`src/rtl/cache_mem_arbiter.sv`:
```
// cache_mem_arbiter: arbitrates dcache and icache word requests onto one RAM port.
// Ports: CLK/nRST, icache (iREN,iaddr,iload,iwait), dcache (dREN,dWEN,daddr,dstore,
// dload,dwait), RAM (ramREN,ramWEN,ramaddr,ramstore,ramload,ram_ready).
module cache_mem_arbiter #(
    parameter int STARVE_MAX = 4,
    parameter int ADDR_W     = 32,
    parameter int DATA_W     = 32
) (
    input  logic              CLK,
    input  logic              nRST,
    input  logic              iREN,
    input  logic [ADDR_W-1:0] iaddr,
    output logic [DATA_W-1:0] iload,
    output logic              iwait,
    input  logic              dREN,
    input  logic              dWEN,
    input  logic [ADDR_W-1:0] daddr,
    input  logic [DATA_W-1:0] dstore,
    output logic [DATA_W-1:0] dload,
    output logic              dwait,
    output logic              ramREN,
    output logic              ramWEN,
    output logic [ADDR_W-1:0] ramaddr,
    output logic [DATA_W-1:0] ramstore,
    input  logic [DATA_W-1:0] ramload,
    input  logic              ram_ready
);

    typedef enum logic [1:0] {IDLE, D_ACCESS, I_ACCESS} state_t;

    localparam int SW = $clog2(STARVE_MAX + 1);
    localparam logic [SW-1:0] SMAX = SW'(STARVE_MAX);

    state_t            state;
    logic [SW-1:0]     starve_cnt;
    logic [ADDR_W-1:0] addr_q;
    logic [DATA_W-1:0] store_q;
    logic              wr_q;

    logic in_d;
    logic in_i;

    assign in_d = (state == D_ACCESS);
    assign in_i = (state == I_ACCESS);

    always_ff @(posedge CLK or posedge nRST) begin
        if (nRST) begin
            state      <= IDLE;
            starve_cnt <= '0;
            addr_q     <= '0;
            store_q    <= '0;
            wr_q       <= 1'b0;
        end else begin
            unique case (state)
                IDLE: begin
                    if (iREN && starve_cnt == SMAX) begin
                        // icache has waited out STARVE_MAX dcache grants
                        state      <= I_ACCESS;
                        addr_q     <= iaddr;
                        store_q    <= '0;
                        wr_q       <= 1'b0;
                        starve_cnt <= '0;
                    end else if (dREN || dWEN) begin
                        state   <= D_ACCESS;
                        addr_q  <= daddr;
                        store_q <= dstore;
                        wr_q    <= dWEN;
                        // only count grants that actually made icache wait
                        if (!iREN)
                            starve_cnt <= '0;
                        else if (starve_cnt != SMAX)
                            starve_cnt <= starve_cnt + SW'(1);
                    end else if (iREN) begin
                        state      <= I_ACCESS;
                        addr_q     <= iaddr;
                        store_q    <= '0;
                        wr_q       <= 1'b0;
                        starve_cnt <= '0;
                    end
                end
                D_ACCESS, I_ACCESS: begin
                    if (ram_ready)
                        state <= IDLE;
                end
                default: state <= IDLE;
            endcase
        end
    end

    // RAM side decodes straight from state so an async reset drops it at once
    assign ramREN   = in_i || (in_d && !wr_q);
    assign ramWEN   = in_d && wr_q;
    assign ramaddr  = (in_d || in_i) ? addr_q : '0;
    assign ramstore = (in_d && wr_q) ? store_q : '0;

    // completion is combinational with ram_ready
    assign dwait = !(in_d && ram_ready);
    assign iwait = !(in_i && ram_ready);
    assign dload = (in_d && !wr_q && ram_ready) ? ramload : '0;
    assign iload = (in_i && ram_ready) ? ramload : '0;

endmodule

```
`config.mk`:
```
export PLATFORM = sky130hd
export DESIGN_NAME = cache_mem_arbiter
export DESIGN_NICKNAME = d
export VERILOG_FILES = /design/src/rtl/cache_mem_arbiter.sv
export SDC_FILE = /design/constraint.sdc
export NUM_CORES = 1
export LEC_CHECK = 0
export ABC_CLOCK_PERIOD_IN_PS = 2500
export CAP_MARGIN = 20
export CORE_AREA = 2 2 127 92
export DETAILED_ROUTE_END_ITERATION = 16
export DIE_AREA = 0 0 129 94
export HOLD_SLACK_MARGIN = 0.1
export PLACE_DENSITY = 0.81
export SYNTH_ARGS = -nofsm -noshare
export SYNTH_HDL_FRONTEND = slang
export SYNTH_SLANG_ARGS = --single-unit
```
`constraint.sdc`:
```
create_clock -name CLK -period 2.5 [get_ports CLK]
set_input_delay 0.5 -clock CLK [delete_from_list [all_inputs] [get_ports CLK]]
set_output_delay 0.5 -clock CLK [all_outputs]
set_load 0.02 [all_outputs]
```
==> metrics.yaml, run 1 <==
nNetsFinal: 763
r2r-end: "addr_q[22]"
max_freq_ghz: 0.422
setup_viol: 0
worst_slew_pin_slew_ns: 0.614
dp_hpwl_um: 9800
power_frac_comb_pct: 53.7
netSwitchingFraction_pct: 39.5
via_per_inst: 4.99
leakagePower_nw: 4.11
clk_latency_ns: 0.32
critPathKind: "reg2out"
synthFlopType: "dfrtp_1"
num_vias: 3900
drt_iter0_drc: 118
die_x_um: 129
synth.ff_latch_count: 70
seq_power_share_pct: 28.1
ir_worst_vdd_mv: 0.529
syn_inst: 370
drcViolationCount: 0
p_clk_share_pct: 18.2
synth_cell_types: 26
grt_use_total_pct: 21.1
dp_slack_ns: -0.0890
cts_setup_buffers: 0
avgRoutedWirePerCell_um: 16.8
crit_start: "state[1]"
final_cell_mix: "clkdlybuf4s50_1 (135), and2_1 (85), dlygate4sd2_1 (83)"
multi_input_area_um2: 1860
grt_pass1_wl_um: 20100
status: "finished clean"
cp.arrival_ns: 1.87
synthToLayoutAreaGrowth_pct: 80.3
required_ns: 2.00
reg2reg_from: "state[0]"
path_max_fanout: 32
synth_seq_area_share_pct: 45.6
cts_buffer_depth: 2
fin_crit_ns: 2.37
port_buffers: 265
end_kind: "output port"
synth-async-reset-ratio_pct: 100
slew_headroom_pct: 59.1
fin_tns_setup_ns: 0
worst_hold_path.endpoint: "store_q[28]"
dieArea_um2: 12100
ant_nets: 0
final.fill_count: 915
antenna_found_initial: 0
cts_num_sinks: 70
critPathLaunchType: "flip-flop"
grt_max_degree: 55
grt_pass1_vias: 3856
initial_core_util_pct: 35.4
num_rows: 32
die_y_um: 94
r2r_cells: 5
fin_skew_ns: 0.00632
syn-cell-area_um2: 3840
hp-start: "store_q[28]"
fin_area_um2: 6920
hold_viol: 0
slew_violations: 0
regArea_um2: 1750
power.density_nw_per_um2: 1000
htreeDepth: 3
place_congestion: 0.859
routed_wl_um: 13100
rrSetupSlack_ns: 0.62
hold_depth: 1
postCtsHoldBufs: 0
path_clk_slew_ns: 0.06
p_int_mw: 4.20
finalPower_mw: 6.94
insertedDiodeCount: 0
firstDrtPassIters: 4
cts_made_buffers: 9
cts_tree: "built"
setup_ws_ns: 0.131
dpl_cell_area_um2: 6630
overflow: 0
drive_above_1_share_pct: 5.72
max_cap_violations: 0
num_io_pins: 266
cts-root-buf: "clkbuf_16"
ys_warn_count: 0
final_common_cell: "clkdlybuf4s50_1"
syn_area_per_cell_um2: 10.4
core_um2: 10900
fin_crit_sh_pct: 94.8
synth_edf_count: 0
p_sw_mw: 2.74
hold_path.class: "reg2reg"
syn-num-nets: 509
## flip-flops by register name, indices dropped and copies added, names as in the netlist
| signal | count |
|---|---|
| addr_q | 32 |
| starve_cnt | 3 |
| state | 2 |
| store_q | 32 |
| wr_q | 1 |
## cell usage after synthesis (2+ instances only)
cell	count	share of area, %
clkbuf_1	22	2.2
and3_1	78	13
dfrtp_1	70	46
nand2_1	6	0.59
a22o_1	34	7.8
nand3_1	2	0.26
buf_2	7	0.91
a221o_1	32	8.3
ha_1	5	1.6
and2_1	85	14
buf_4	2	0.39
o21ai_0	2	0.26
inv_1	7	0.68
buf_6	6	1.8
## final cells by class
cell class	count	share of cell area, %
Inverter	7	0.380
Sequential cell	70	25.3
Clock inverter	6	0.886
Multi-Input combinational cell	256	26.9
Timing Repair Buffer	280	40.3
Clock buffer	10	3.45
Tap cell	153	2.77
## how the worst max path moves through the flow
stage | end | slack (ns)
after floorplan | addr_q[0] | 0.23
after global placement | dload[10] | -0.05
after detailed placement | dload[5] | -0.09
after CTS | iload[19] | 0.0008
after global routing | dload[26] | -0.01
final | dload[1] | 0.13
## routing by layer
metal  part of all wire [%]  track usage, %
met3                    6.3            5.01
met4                    1.3            5.71
met1                     41            25.5
met5                      0               0
met2                     52            37.7
## worst max-delay path: stages, from the launching register on
cell           delay, ns
dfrtp_1             0.40
inv_1               0.09
ha_1                0.21
and3_1              0.22
buf_12              0.16
and2_1              0.13
dlygate4sd2_1       0.33
## cell families (layout without fill, tap and decap cells)
family                   after synthesis  count (layout)  share of synthesized area (%)
AND/OR/NAND/NOR                      176             176                           28.7
AO/OA/AOI/OAI                         75              75                           18.2
flip-flops                            70              70                           45.6
buffers and inverters                 44             303                           5.90
adder cells (fa/ha/maj)                5               5                           1.63
## timing repair
action                     CTS  global route
gates resized for setup     99            46
setup endpoints to repair  121            46
cloned                       0             0
## power by group through the flow
stage / combinational, mW / clock (mW) / sequential [mW]
detailed placement: 4.06 / 0 / 1.95
floorplan: 2.46 / 0 / 1.87
finish: 3.73 / 1.26 / 1.95
global route: 4.04 / 1.34 / 2.01
global placement: 4.00 / 0 / 1.94
CTS: 3.76 / 1.30 / 1.95
## metrics by stage
| step | instances | hold slack [ns] | util, % |
|---|---|---|---|
| 2_1_floorplan | 370 | 0.464 | - |
| 3_3_place_gp | 766 | 0.481 | 61.1 |
| 3_5_place_dp | 766 | 0.485 | 61.1 |
| 4_1_cts | 782 | 0.501 | 62.9 |
| 5_1_grt | 782 | 0.513 | 63.8 |
| 6_report | 782 | 0.499 | 63.8 |
No activity file was read; power rests on OpenSTA's default activity.
==> run 2: changes to the inputs <==
ABC_CLOCK_PERIOD_IN_PS = not set   (was 2500)
CTS_CLUSTER_DIAMETER = 100   (was not set)
==> results of run 2 <==
Final layout, timing and power as in run 1 (identical DEF).
